[src/rtl/seg7_scan_driver.sv]
// seg7_scan_driver: time-multiplexed multi-digit seven-segment driver.
// Captures packed nibbles into a pending buffer, promotes them to the
// display buffer only at frame boundaries, and scans one digit at a time
// onto a shared segment bus with a one-hot digit enable.
module seg7_scan_driver #(
    parameter int NUM_DIGITS = 4,
    parameter int SCAN_DIV   = 1000,
    parameter int HEX_EN     = 0,
    parameter int LZ_BLANK   = 0
) (
    input  logic                      clk,
    input  logic                      rst_n,
    input  logic                      enable,
    input  logic                      load,
    input  logic [4*NUM_DIGITS-1:0]   bcd_in,
    input  logic [NUM_DIGITS-1:0]     dp_in,
    output logic [6:0]                seven_seg_out,
    output logic                      dp_out,
    output logic [NUM_DIGITS-1:0]     digit_sel,
    output logic                      frame_done
);

    localparam int PW = $clog2(SCAN_DIV);
    localparam int IW = (NUM_DIGITS > 1) ? $clog2(NUM_DIGITS) : 1;

    logic [PW-1:0]             presc;
    logic [IW-1:0]             idx;
    logic [4*NUM_DIGITS-1:0]   pending;
    logic [NUM_DIGITS-1:0]     pending_dp;
    logic                      pending_valid;
    logic [4*NUM_DIGITS-1:0]   display;
    logic [NUM_DIGITS-1:0]     display_dp;

    logic                      tick;
    logic                      wrap;
    logic [PW-1:0]             presc_next;
    logic [IW-1:0]             idx_next;
    logic [4*NUM_DIGITS-1:0]   display_next;
    logic [NUM_DIGITS-1:0]     display_dp_next;
    logic [NUM_DIGITS-1:0]     sel_next;
    logic [NUM_DIGITS-1:0]     blank_vec;
    logic                      zero_above;
    logic [3:0]                nibble;
    logic                      dp_sel;
    logic                      blank_sel;
    logic [6:0]                seg_next;

    // Nibble to segment pattern {a,b,c,d,e,f,g}; codes above 9 depend on HEX_EN.
    function automatic logic [6:0] decode(input logic [3:0] code);
        logic [6:0] g;
        g = 7'b1001111;
        case (code)
            4'h0: g = 7'b1111110;
            4'h1: g = 7'b0110000;
            4'h2: g = 7'b1101101;
            4'h3: g = 7'b1111001;
            4'h4: g = 7'b0110011;
            4'h5: g = 7'b1011011;
            4'h6: g = 7'b1011111;
            4'h7: g = 7'b1110000;
            4'h8: g = 7'b1111111;
            4'h9: g = 7'b1111011;
            4'hA: g = (HEX_EN != 0) ? 7'b1110111 : 7'b1001111;
            4'hB: g = (HEX_EN != 0) ? 7'b0011111 : 7'b1001111;
            4'hC: g = (HEX_EN != 0) ? 7'b1001110 : 7'b1001111;
            4'hD: g = (HEX_EN != 0) ? 7'b0111101 : 7'b1001111;
            4'hE: g = 7'b1001111;
            4'hF: g = (HEX_EN != 0) ? 7'b1000111 : 7'b1001111;
            default: g = 7'b1001111;
        endcase
        return g;
    endfunction

    // Next-state of scan counters and display buffer, plus the glyph for the next digit.
    always_comb begin
        tick            = enable && (presc == PW'(SCAN_DIV - 1));
        wrap            = tick && (idx == IW'(NUM_DIGITS - 1));
        presc_next      = presc;
        idx_next        = idx;
        display_next    = display;
        display_dp_next = display_dp;
        sel_next        = '0;
        blank_vec       = '0;
        zero_above      = 1'b1;
        nibble          = 4'h0;
        dp_sel          = 1'b0;
        blank_sel       = 1'b0;

        if (enable) begin
            presc_next = tick ? '0 : presc + 1'b1;
        end
        if (tick) begin
            idx_next = wrap ? '0 : idx + 1'b1;
        end

        // A load on the wrap cycle bypasses pending so it shows at this same boundary.
        if (wrap) begin
            if (load) begin
                display_next    = bcd_in;
                display_dp_next = dp_in;
            end else if (pending_valid) begin
                display_next    = pending;
                display_dp_next = pending_dp;
            end
        end

        for (int i = NUM_DIGITS - 1; i >= 0; i--) begin
            zero_above   = zero_above && (display_next[4*i +: 4] == 4'h0);
            blank_vec[i] = (LZ_BLANK != 0) && (i > 0) && zero_above;
        end

        for (int i = 0; i < NUM_DIGITS; i++) begin
            sel_next[i] = (idx_next == IW'(i));
            if (idx_next == IW'(i)) begin
                nibble    = display_next[4*i +: 4];
                dp_sel    = display_dp_next[i];
                blank_sel = blank_vec[i];
            end
        end

        seg_next = blank_sel ? 7'b0000000 : decode(nibble);
    end

    // Scan counters, pending/display buffers; load always lands in pending except on the wrap.
    always_ff @(posedge clk) begin
        if (!rst_n) begin
            presc         <= '0;
            idx           <= '0;
            pending       <= '0;
            pending_dp    <= '0;
            pending_valid <= 1'b0;
            display       <= '0;
            display_dp    <= '0;
        end else begin
            presc      <= presc_next;
            idx        <= idx_next;
            display    <= display_next;
            display_dp <= display_dp_next;
            if (load && !wrap) begin
                pending       <= bcd_in;
                pending_dp    <= dp_in;
                pending_valid <= 1'b1;
            end else if (wrap) begin
                pending_valid <= 1'b0;
            end
        end
    end

    // Registered outputs already reflect the index and display being entered on this edge.
    always_ff @(posedge clk) begin
        if (!rst_n) begin
            digit_sel     <= '0;
            seven_seg_out <= '0;
            dp_out        <= 1'b0;
            frame_done    <= 1'b0;
        end else if (enable) begin
            digit_sel     <= sel_next;
            seven_seg_out <= seg_next;
            dp_out        <= dp_sel;
            frame_done    <= wrap;
        end else begin
            digit_sel     <= '0;
            seven_seg_out <= '0;
            dp_out        <= 1'b0;
            frame_done    <= 1'b0;
        end
    end

endmodule
[config.mk]
export PLATFORM = sky130hd
export DESIGN_NAME = seg7_scan_driver
export DESIGN_NICKNAME = d
export VERILOG_FILES = /design/src/rtl/seg7_scan_driver.sv
export SDC_FILE = /design/constraint.sdc
export NUM_CORES = 1
export LEC_CHECK = 0
export ABC_CLOCK_PERIOD_IN_PS = 7320
export CAP_MARGIN = 20
export CORE_ASPECT_RATIO = 1.25
export CORE_MARGIN = 2
export CORE_UTILIZATION = 38
export DETAILED_ROUTE_END_ITERATION = 6
export GPL_TIMING_DRIVEN = 0
export PLACE_DENSITY_LB_ADDON = 0.12
export SLEW_MARGIN = 20
export SYNTH_ARGS = -nofsm -noshare
export SYNTH_HDL_FRONTEND = slang
export SYNTH_SLANG_ARGS = --single-unit
[constraint.sdc]
create_clock -name clk -period 7.32 [get_ports clk]
set_clock_uncertainty 0.05 [all_clocks]
set_input_delay 1.464 -clock clk [delete_from_list [all_inputs] [get_ports clk]]
set_output_delay 1.464 -clock clk [all_outputs]
set_load 0.1 [all_outputs]
==> results of run 1 <==
-- metrics by stage --
step | setup slack [ps] | total power (W) | instances
finish | 3020 | 0.000719 | 457
global route | 2740 | 0.000749 | 457
CTS | 2980 | 0.000728 | 457
detailed placement | 2620 | 0.000455 | 442
global placement | 2670 | 0.000454 | 442
floorplan | 3220 | 0.000427 | 313
-- layout make-up --
cell class,instances,area [um^2],area share (%)
Tap cell,95,119,3.19
Buffer,21,98.8,2.65
Sequential cell,66,1320,35.5
Clock inverter,3,15.0,0.403
Inverter,3,11.3,0.302
Clock buffer,12,155,4.17
Timing Repair Buffer,34,340,9.14
Multi-Input combinational cell,223,1660,44.7
-- layout by cell type, fill, tap and decap left out, drive strengths merged --
cell type	synthesis	final
dfxtp	66	66
mux2i	37	37
nand2	34	34
clkdlybuf4s50	0	34
mux2	25	25
nand3	23	23
clkbuf	11	23
a21boi	21	21
nor2b	19	19
nor2	14	14
buf	10	10
ha	8	8
a21oi	7	7
o21ai	4	4
xnor2	4	4
o211a	4	4
inv	3	3
xor2	3	3
and2	3	3
clkinv	0	3
nor3	3	3
nand4	3	3
nand2b	2	2
nand4bb	1	1
nor4	1	1
a221oi	1	1
a31oi	1	1
o21a	1	1
or3	1	1
o22ai	1	1
mux4	1	1
nor3b	1	1
-- layer usage --
| layer | up-vias | track usage [%] | share of wire [%] |
|---|---|---|---|
| li1 | 1171 | - | - |
| met1 | 1054 | 20.1 | 47 |
| met2 | 29 | 27.0 | 48 |
| met3 | 12 | 3.55 | 3.3 |
| met4 | 0 | 5.78 | 1.7 |
| met5 | - | 0 | 0 |
-- how the worst max path moves through the flow --
| stage | startpoint | to | slack [ps] | cells past startpoint |
|---|---|---|---|---|
| after global routing | load | seven_seg_out[3] | 2740 | 11 |
| final | load | seven_seg_out[3] | 3020 | 11 |
| after detailed placement | load | seven_seg_out[3] | 2620 | 11 |
| after CTS | load | seven_seg_out[3] | 2980 | 11 |
| after floorplan | load | seven_seg_out[3] | 3220 | 11 |
| after global placement | load | seven_seg_out[3] | 2670 | 11 |
-- worst register-to-register path, cell delays in order, from the launching register on --
cell	delay, ps
dfxtp_1	370
ha_1	240
nand4bb_1	190
nor3_4	330
mux2i_2	530
buf_4	300
mux2i_1	520
inv_1	150
ha_1	330
mux2_1	280
a21oi_1	130
-- logic make-up (layout without fill, tap and decap cells) --
family	Yosys count	count (layout)	share of synthesized area (%)
compound gates	40	40	9.30
xor+xnor	7	7	1.98
simple gates	105	105	17.1
mux	63	63	22.2
fa+ha+maj	8	8	3.24
buf+inv	24	73	3.56
flops	66	66	42.7
-- where the power goes --
group          total [W]  switching (W)  internal (W)  leakage [nW]
Sequential      0.000373     0.00000412      0.000368         0.538
Combinational  0.0000730      0.0000409     0.0000321         0.846
Clock           0.000274       0.000136      0.000138        0.0920
-- registers in the layout, indices dropped and copies added, names as in the netlist --
name	flops
idx	2
seven_seg_out	7
display_dp	4
pending_valid	1
frame_done	1
pending_dp	4
digit_sel	4
pending	16
display	16
dp_out	1
presc	10
==> flow_summary_export.csv, run 1 <==
group,metric,value,unit
final_layout,fin_util,47.5,%
worst_setup_path,cp_top_family,"multiplexers",
yosys,yosys.area.top_type,"dfxtp_1",
sta,worstMarginPinSlew,969,ps
floorplanning,rows,36,
route,drt-total-wl,6740,um
clock_network,clock_tree.buffer_depth,2,
global_route,gr-total-overflow,0,
yosys,syn_area,3090,um^2
sta,finalCritPeriodShare,58.8,%
worst_setup_path,crit_type,"in -> reg",
placement,gp_congestion,0.743,
final_layout,final_area,3720,um^2
worst_hold_path,min_from,"pending[6]",
yosys,synth_edf_count,0,
clock_network,hold_buffers,0,
global_route,antenna_found_initial,0,
clock_network,clkSinkCount,66,
clock_network,ctsResizeCount,0,
global_route,grt_max_degree,11,
worst_setup_path,worst-r2r-setup-slack,3830,ps
clock_network,post_cts_buffers,0,
final_layout,antenna_cells,0,
final_layout,n_fill_cell,784,
yosys,yosysMostFrequentCell,"dfxtp_1",
clock_network,clk_pin_slew,70,ps
worst_hold_path,min_path_cells,2,
clock_network,cts_htree_levels,3,
floorplanning,die_w,84.7,um
route,vias,2266,
yosys,synth-seq-area-share,42.7,%
worst_setup_path,crit_arrival,4520,ps
worst_setup_path,max_stage_delay,500,ps
clock_network,cts_tree,"done",
run_status,status,"finished clean",
placement,place_area,3550,um^2
route,first_pass_iters,4,
route,via_per_inst,4.96,
yosys,ys_warn_count,0,
yosys,ys.flop_type,"dfxtp_1",
worst_setup_path,worstReg2RegStart,"presc[0]",
clock_network,clockRootBuffer,"clkbuf_8",
route,wire_per_inst,14.8,um
placement,io_buffers,34,
worst_setup_path,reg2regPathDepth,10,
worst_setup_path,worst_setup_path_end_kind,"flop",
worst_setup_path,crit_buf_inv,4,
worst_setup_path,cp-start-kind,"primary input",
sta,fmax,0.232,GHz
sta,whs,412,ps
floorplanning,dieArea,8890,um^2
yosys,ys_seq_elements,66,
yosys,synth_top_cells_by_count,"dfxtp_1, mux2i_1, nand2_1, nand3_1",
yosys,syn_nets,345,
power,vdd_drop_max,93.1,uV
final_layout,drive_gt1_share,13.5,%
floorplanning,io_pins,37,
yosys,syn_inst,313,
floorplanning,start_util,39.5,%
sta,min_period,4300,ps
worst_setup_path,crit_slowest_cell,"buf_1",
yosys,async_reset_ff_share,0,%
yosys,syn_area_per_cell,9.89,um^2
sta,slew_headroom,35.2,%
yosys,synth_top_area_share,42.7,%
yosys,ys_types,38,
power,leakage,1.48,nW
yosys,synth.top_cells.by_area,"dfxtp_1, mux2i_1, mux2_2",
route,drc,0,
worst_hold_path,min_to,"pending[6]",
sta,rsz0062_at_grt,"no",
global_route,grt_pass1_vias,2316,
worst_setup_path,cp_max_fo,10,
worst_hold_path,worstHoldPathType,"reg -> reg",
floorplanning,core-area,7840,um^2
clock_network,numCtsBuffers,9,
clock_network,clk_latency,340,ps
worst_setup_path,path_cells,"buf_2, buf_2, buf_1, mux2_2, mux2i_1, mux2i_1, mux2i_1, inv_1, ha_1, mux2_1, a21oi_1",
job,max-cap-violations,0,
route,ant_nets,0,
sta,final_max_slew_viol_count,0,
worst_setup_path,worst_r2r_endpoint,"seven_seg_out[3]",
final_layout,nets,390,
route,first_iter_violations,66,
global_route,grt_pass1_wl,11300,um
placement,dpl.hpwl,4720,um
final_layout,syn2layout_area_growth,20.3,%
power,powerDensity,193,nW/um^2
worst_setup_path,critPathRequiredTime,7540,ps
global_route,grtUsageTotal,16.1,%
floorplanning,die_h,105,um
sta,setup_violations,0,
sta,final-hold-violation-count,0,
worst_setup_path,crit_path_frequent_cell,"mux2i_1",
sta,tns,0,ps
Note: power is estimated with default switching activity, not from simulation.
==> inputs of run 2 (changes only) <==
--- a/config.mk
+++ b/config.mk
@@ -5,7 +5,7 @@
 export SDC_FILE = /design/constraint.sdc
 export NUM_CORES = 1
 export LEC_CHECK = 0
-export ABC_CLOCK_PERIOD_IN_PS = 7320
+export ABC_CLOCK_PERIOD_IN_PS = 4000
 export CAP_MARGIN = 20
 export CORE_ASPECT_RATIO = 1.25
 export CORE_MARGIN = 2
==> constraint.sdc (replaced) <==
create_clock -name clk -period 4 [get_ports clk]
set_clock_uncertainty 0.05 [all_clocks]
set_input_delay 0.8 -clock clk [delete_from_list [all_inputs] [get_ports clk]]
set_output_delay 0.8 -clock clk [all_outputs]
set_load 0.1 [all_outputs]
==> results of run 2 <==
Same layout as run 1 (identical final DEF). Status: finished clean.
Main changes from that run: setup slack after placement 2620 ps -> -32.2 ps; setup slack after layout 3020 ps -> 362 ps; register-to-register setup slack 3830 ps -> 510 ps; total power 0.000719 W -> 0.00132 W; worst IR drop on VDD 93.1 uV -> 170 uV
